$ cat config.mk
export PLATFORM = sky130hd
export DESIGN_NAME = bp_cce_dir_lru_seq
export DESIGN_NICKNAME = d
export VERILOG_FILES = /design/src/rtl/bp_cce_dir_lru_seq.sv
export SDC_FILE = /design/constraint.sdc
export NUM_CORES = 1
export LEC_CHECK = 0
export BUFFER_PORTS_ARGS = -buffer_cell sky130_fd_sc_hd__buf_2
export CORE_ASPECT_RATIO = 0.6
export CORE_MARGIN = 10
export CORE_UTILIZATION = 25
export CTS_CLUSTER_DIAMETER = 60
export DETAILED_ROUTE_END_ITERATION = 10
export PLACE_DENSITY_LB_ADDON = 0.05
export SETUP_SLACK_MARGIN = 0.02
export SKIP_CTS_REPAIR_TIMING = 1
export SLEW_MARGIN = 0
export SYNTH_ARGS = -nofsm -noshare
export SYNTH_HDL_FRONTEND = slang
export SYNTH_SLANG_ARGS = --single-unit
$ cat constraint.sdc
create_clock -name clk_i -period 10.5 [get_ports clk_i]
set_input_delay 2.1 -clock clk_i [delete_from_list [all_inputs] [get_ports clk_i]]
set_output_delay 2.1 -clock clk_i [all_outputs]
set_load 0.02 [all_outputs]
$ cat src/rtl/bp_cce_dir_lru_seq.sv
// bp_cce_dir_lru_seq
// Sequences one directory-RAM read per CCE LRU query. A query (way-group, LCE,
// LRU way) is mapped to the RAM row holding that LCE's tag set. The block then
// arbitrates for the shared directory RAM port and captures the row one cycle
// after the grant. It extracts the coherence state and tag of the LRU way and
// returns them as a registered result.
//
// Ports
//   clk_i, reset_n_i            clock, asynchronous active-low reset
//   req_v_i / req_ready_o       query handshake; accepted when both are high
//   req_wg_i, req_lce_i,
//   req_way_i                   query fields, latched on accept
//   ram_v_o / ram_gnt_i         RAM read request / grant (read issued on grant)
//   ram_addr_o                  row address (zero when not requesting)
//   ram_row_i                   read data, valid the cycle after the grant
//   dir_w_v_i, dir_w_addr_i     directory write by another agent
//   lru_v_o / lru_yumi_i        result handshake; consumer takes on yumi
//   lru_cached_excl_o           LRU entry is in M or E
//   lru_tag_o                   LRU entry tag
//   dbg_state_o                 current FSM state (IDLE=0, REQ=1, WAIT=2, DONE=3)
//
// Handshakes: a transfer happens on a rising edge where valid and ready
// (or yumi) are both high. valid never depends on ready/yumi in the same cycle.
// A query that arrives while the block is busy is dropped, not queued. A yumi
// that arrives with no result pending is ignored.
//
// Optional feature macro: BP_CCE_LRU_SEQ_REREAD_EN. When it is defined, a
// directory write to the row being read forces a re-read. The write can fall
// in the grant cycle or in the data cycle.

`ifndef BP_CCE_COH_BITS
`define BP_CCE_COH_BITS 3
`endif
`ifndef BP_CCE_COH_SHARED_BIT
`define BP_CCE_COH_SHARED_BIT 0
`endif

module bp_cce_dir_lru_seq #(
  parameter int num_wg_p           = 64,
  parameter int rows_per_wg_p      = 2,
  parameter int tag_sets_per_row_p = 2,
  parameter int num_lce_p          = 4,
  parameter int lce_assoc_p        = 8,
  parameter int tag_width_p        = 10,
  parameter int row_width_p        = tag_sets_per_row_p*lce_assoc_p*(tag_width_p+`BP_CCE_COH_BITS),
  localparam int wg_w     = (num_wg_p > 1) ? $clog2(num_wg_p) : 1,
  localparam int lce_w    = (num_lce_p > 1) ? $clog2(num_lce_p) : 1,
  localparam int way_w    = (lce_assoc_p > 1) ? $clog2(lce_assoc_p) : 1,
  localparam int addr_w   = (num_wg_p*rows_per_wg_p > 1) ? $clog2(num_wg_p*rows_per_wg_p) : 1
) (
  input  logic                   clk_i,
  input  logic                   reset_n_i,
  input  logic                   req_v_i,
  output logic                   req_ready_o,
  input  logic [wg_w-1:0]        req_wg_i,
  input  logic [lce_w-1:0]       req_lce_i,
  input  logic [way_w-1:0]       req_way_i,
  output logic                   ram_v_o,
  input  logic                   ram_gnt_i,
  output logic [addr_w-1:0]      ram_addr_o,
  input  logic [row_width_p-1:0] ram_row_i,
  input  logic                   dir_w_v_i,
  input  logic [addr_w-1:0]      dir_w_addr_i,
  output logic                   lru_v_o,
  input  logic                   lru_yumi_i,
  output logic                   lru_cached_excl_o,
  output logic [tag_width_p-1:0] lru_tag_o,
  output logic [1:0]             dbg_state_o
);

  localparam int coh_w     = `BP_CCE_COH_BITS;
  localparam int entry_w   = tag_width_p + coh_w;
  localparam int row_bits  = (rows_per_wg_p > 1) ? $clog2(rows_per_wg_p) : 0;
  localparam int set_bits  = (tag_sets_per_row_p > 1) ? $clog2(tag_sets_per_row_p) : 0;
  localparam int set_w     = (set_bits > 0) ? set_bits : 1;
  localparam int row_idx_w = (row_width_p > 1) ? $clog2(row_width_p) : 1;

  typedef enum logic [1:0] {S_IDLE = 2'd0, S_REQ = 2'd1, S_WAIT = 2'd2, S_DONE = 2'd3} state_e;

  state_e                 state_q, state_d;
  logic [addr_w-1:0]      addr_q, addr_d;
  logic [set_w-1:0]       set_q, set_d;
  logic [way_w-1:0]       way_q, way_d;
  logic [tag_width_p-1:0] tag_q, tag_d;
  logic                   excl_q, excl_d;

  // Row mapping. Rows per way-group is a power of two, so
  // wg*rows_per_wg_p + row_in_wg is just the concatenation {wg, row_in_wg}.
  logic [addr_w-1:0] req_addr;
  logic [set_w-1:0]  req_set;

  if (rows_per_wg_p == 1) begin : g_one_row
    assign req_addr = addr_w'(req_wg_i);
  end else begin : g_multi_row
    assign req_addr = addr_w'({req_wg_i, req_lce_i[set_bits +: row_bits]});
  end

  if (tag_sets_per_row_p == 1) begin : g_one_set
    assign req_set = '0;
  end else begin : g_multi_set
    assign req_set = set_w'(req_lce_i[set_bits-1:0]);
  end

  // Entry extraction. Each entry is {tag, state}, laid out [set][way] with
  // set 0 / way 0 at the LSB.
  logic [row_idx_w-1:0]   bit_idx;
  logic [entry_w-1:0]     entry;
  logic [coh_w-1:0]       entry_state;
  logic [tag_width_p-1:0] entry_tag;
  logic                   entry_excl;

  assign bit_idx     = row_idx_w'((int'(set_q)*lce_assoc_p + int'(way_q))*entry_w);
  assign entry       = ram_row_i[bit_idx +: entry_w];
  assign entry_state = entry[coh_w-1:0];
  assign entry_tag   = entry[coh_w +: tag_width_p];
  // The NONE state (all zero) falls out as non-exclusive through the OR-reduce.
  assign entry_excl  = (|entry_state) & ~entry_state[`BP_CCE_COH_SHARED_BIT];

`ifdef BP_CCE_LRU_SEQ_REREAD_EN
  logic reread_q, reread_d;
  logic wr_hit;
  assign wr_hit = dir_w_v_i && (dir_w_addr_i == addr_q);
`else
  logic unused_dir_w;
  assign unused_dir_w = &{1'b0, dir_w_v_i, dir_w_addr_i};
`endif

  // State register (also holds the latched request and the registered result)
  always_ff @(posedge clk_i or negedge reset_n_i) begin
    if (!reset_n_i) begin
      state_q  <= S_IDLE;
      addr_q   <= '0;
      set_q    <= '0;
      way_q    <= '0;
      tag_q    <= '0;
      excl_q   <= 1'b0;
`ifdef BP_CCE_LRU_SEQ_REREAD_EN
      reread_q <= 1'b0;
`endif
    end else begin
      state_q  <= state_d;
      addr_q   <= addr_d;
      set_q    <= set_d;
      way_q    <= way_d;
      tag_q    <= tag_d;
      excl_q   <= excl_d;
`ifdef BP_CCE_LRU_SEQ_REREAD_EN
      reread_q <= reread_d;
`endif
    end
  end

  // Next-state logic
  always_comb begin
    state_d  = state_q;
    addr_d   = addr_q;
    set_d    = set_q;
    way_d    = way_q;
    tag_d    = tag_q;
    excl_d   = excl_q;
`ifdef BP_CCE_LRU_SEQ_REREAD_EN
    reread_d = reread_q;
`endif
    case (state_q)
      S_IDLE: begin
        if (req_v_i) begin
          addr_d  = req_addr;
          set_d   = req_set;
          way_d   = req_way_i;
          state_d = S_REQ;
        end
      end
      S_REQ: begin
        if (ram_gnt_i) begin
          state_d  = S_WAIT;
`ifdef BP_CCE_LRU_SEQ_REREAD_EN
          // A write landing in the grant cycle makes the returned row stale.
          reread_d = wr_hit;
`endif
        end
      end
      S_WAIT: begin
`ifdef BP_CCE_LRU_SEQ_REREAD_EN
        if (reread_q || wr_hit) begin
          reread_d = 1'b0;
          state_d  = S_REQ;
        end else begin
          tag_d   = entry_tag;
          excl_d  = entry_excl;
          state_d = S_DONE;
        end
`else
        tag_d   = entry_tag;
        excl_d  = entry_excl;
        state_d = S_DONE;
`endif
      end
      S_DONE: begin
        if (lru_yumi_i) state_d = S_IDLE;
      end
      default: state_d = S_IDLE;
    endcase
  end

  // Outputs
  always_comb begin
    req_ready_o       = (state_q == S_IDLE);
    ram_v_o           = (state_q == S_REQ);
    ram_addr_o        = (state_q == S_REQ) ? addr_q : '0;
    lru_v_o           = (state_q == S_DONE);
    lru_cached_excl_o = excl_q;
    lru_tag_o         = tag_q;
    dbg_state_o       = state_q;
  end

endmodule
==> summary.md <==
The flow ran to the end, and the final reports show no timing, DRC or antenna violations. Counting the buffers created by CTS gives 3. The initial utilization of the core area, before any placement, comes to 25.4%. The HPWL reported at the end of detailed placement was 51900 um; the count of flip-flops with a built-in enable after synthesis was 0.

In the post-synthesis netlist, the biggest area contributors are mux4_2 28%, mux2i_1 15%, mux2_2 8.2%. After the last flow step, the layout net total stands at 1665. 255 I/O pins were placed. The worst pin sits at a relative slew slack of 28.3%. Wires add up to 65500 um.

For this run, design rule violations remaining after detail routing come to 0. The most used flip-flop cell after synthesis is dfrtp_1. The tools report the max-slew violation count as 0. Setup violations remaining at the end of the flow were counted as 0. The run gives 260 ps as the clock latency on the worst-skew pair.

The run gives 4610 ps as the setup slack on the worst flop-to-flop path. The run gives 63 as the row count. Of all flip-flops after synthesis, the portion carrying an async set or reset was 100%. The category of the most critical setup path is flop to flop.

TritonCTS built the clock tree. In this run the worst path has a maximum fanout of 46. The root buffer cell chosen for the clock tree is clkbuf_16. First-pass GRT wire length: 94200 um. Setup repair after global routing left no endpoint under its margin. The detail route stage leaves a number of antenna-violating nets equal to 0.

STA classifies the critical path endpoint as a flop. The clock drives 24 sinks. The tools report the launch instance of the worst register-to-register path as way_q[0]. The final hold violation count is 0, and the share of layout cells above drive strength 1 is 39.3%. The worst hold path startpoint is lru_tag_o[3]. The number of antenna violations at the first check in global routing came out at 4. The number of detailed-route iterations in the first pass was 6. The setup total negative slack was 0 ps. The type of the tightest min-delay check is flop to flop.

The number of cell instances on the worst register-to-register path is 12, and the number of buffers on the longest clock path is 2. The total vias in the final route is 12700, and the multi-input gate area in the final layout is 11100 sq um. The signed area change from the synthesized netlist to the final layout came out at 12.6%.

The capture endpoint of the worst hold path is lru_tag_o[3]. The detailed router finished its first iteration with 1264 violations. Count of distinct cell types in the synthesized netlist: 77. The worst hold path was traced through 2 stages. In this run the standard cell core region covers 49600 sq um. The number of buffers inserted by port buffering is 246, and the net count of the mapped netlist is 1517. The period utilization is 56.1%.

The layout filler cell count was 5308; the number of vias per cell after detailed routing was 6.15. The global-route total usage across every layer is 20.8%, and the height of the die is 194 um. For the pin with the worst max-slew slack, the measured transition is 1070 ps. Via count of the first global-routing pass: 12500.

Endpoint of the most critical register-to-register path: lru_tag_o[7]. For the clock skew, the log shows 3.27 ps. In the synthesized netlist, the number of instances is 1267. The max capacitance violation total came out at 0. The worst setup path is launched from a flop. The number of synthesized register bits was 24. At the worst endpoint, the required time is 10670 ps. The clock input transition at the sequential cells of the worst setup and hold paths works out to 70 ps.

The chip width works out to 310 um. A synthesized cell averages 9.92 sq um. The average detailed-routed wire length per instance was 31.7 um; the yosys synthesis warning count was 0. The maximum level of the CTS H-tree came out at 1.

The largest total area in the synthesized netlist belongs to mux4_2. The pin count of the biggest net entering global routing is 63. The share of synthesized area in the top cell type comes to 28.5%. The commonest cells after synthesis are 190 x mux2i_1, 159 x mux4_2, 131 x nand2_1. The congestion estimate from routability-driven global placement came to 0.861. Minimum clock period: 5890 ps.

Registers take 608 sq um. The logs give 12600 sq um for the synthesized area and 0.170 GHz for the achievable frequency. The total die area came out at 60000 sq um. Most common cell in the netlist: mux2i_1.

STA puts the critical path data arrival time at 6060 ps. The overall overflow remaining after global route was 0. For this run, the register share of the synthesized area comes to 4.78%.
## routing by layer
metal,up-vias,global-route usage (%),routed length (um)
li1,5506,-,-
met1,6547,34.2,33500
met2,599,27.6,25700
met3,40,3.90,5690
met4,4,1.94,584
met5,-,0,27
## registers in the layout (all words and copies together) (netlist names)
register / flops
dbg_state_o: 2
lru_cached_excl_o: 1
way_q: 3
lru_tag_o: 10
set_q: 1
addr_q: 7
## metrics by stage
stage | instance area, sq um | util [%] | hold WS [ps] | cells | setup slack (ps)
floorplan | 12600 | - | 471 | 1267 | 6550
global placement | 14100 | 28.4 | 480 | 2060 | 4790
detailed placement | 14100 | 28.4 | 483 | 2060 | 4710
CTS | 14200 | 28.6 | 500 | 2064 | 4700
global route | 14200 | 28.6 | 522 | 2064 | 4520
finish | 14200 | 28.6 | 499 | 2065 | 4610
## kinds of logic after synthesis
kind of cell	share of synthesized area (%)
muxes	58.3
and+or+nand+nor	11.1
AOI/OAI and AO/OA	16.3
buffers and inverters	7.20
DFF	4.78
adders and majority gates	1.85
xor gates and xnor gates	0.488
## worst max path at each step
stage                              start                end  slack, ps  cells after the start
after global routing            way_q[0]       lru_tag_o[7]       4520                     12
after floorplan           ram_row_i[147]  lru_cached_excl_o       6550                      7
after global placement          way_q[0]       lru_tag_o[7]       4790                     12
after CTS                       way_q[0]       lru_tag_o[7]       4700                     12
final                           way_q[0]       lru_tag_o[7]       4610                     12
after detailed placement        way_q[0]       lru_tag_o[7]       4710                     12
## placed cells by master, fill, tap and decap left out, types with 19 or more instances in the layout
cell,count
mux2i_1,190
o21ai_0,41
nor2_1,85
dfrtp_1,22
a31oi_1,21
mux2_2,92
buf_2,246
nand2_1,131
buf_4,30
nand3_1,19
mux4_1,31
a21oi_1,49
mux4_2,159
## cell type report
type | count | share of cell area [%]
Antenna cell | 1 | 0.0177
Timing Repair Buffer | 276 | 10.3
Clock buffer | 4 | 0.627
Inverter | 14 | 0.389
Tap cell | 650 | 5.74
Sequential cell | 24 | 4.29
Multi-Input combinational cell | 1096 | 78.6
## critical path: stages, from the launching register on
cell and delay, ps:
dfrtp_4 870, ha_1 350, ha_1 330, ha_4 200, fa_2 550, buf_4 320, clkinv_1 560, buf_4 490
nor2_1 840, a221oi_1 270, nor4_1 540, o32ai_1 210, a31oi_1 200
Power is not shown: default switching activity piles up to over one toggle a cycle in this logic, so the estimate is an artifact.
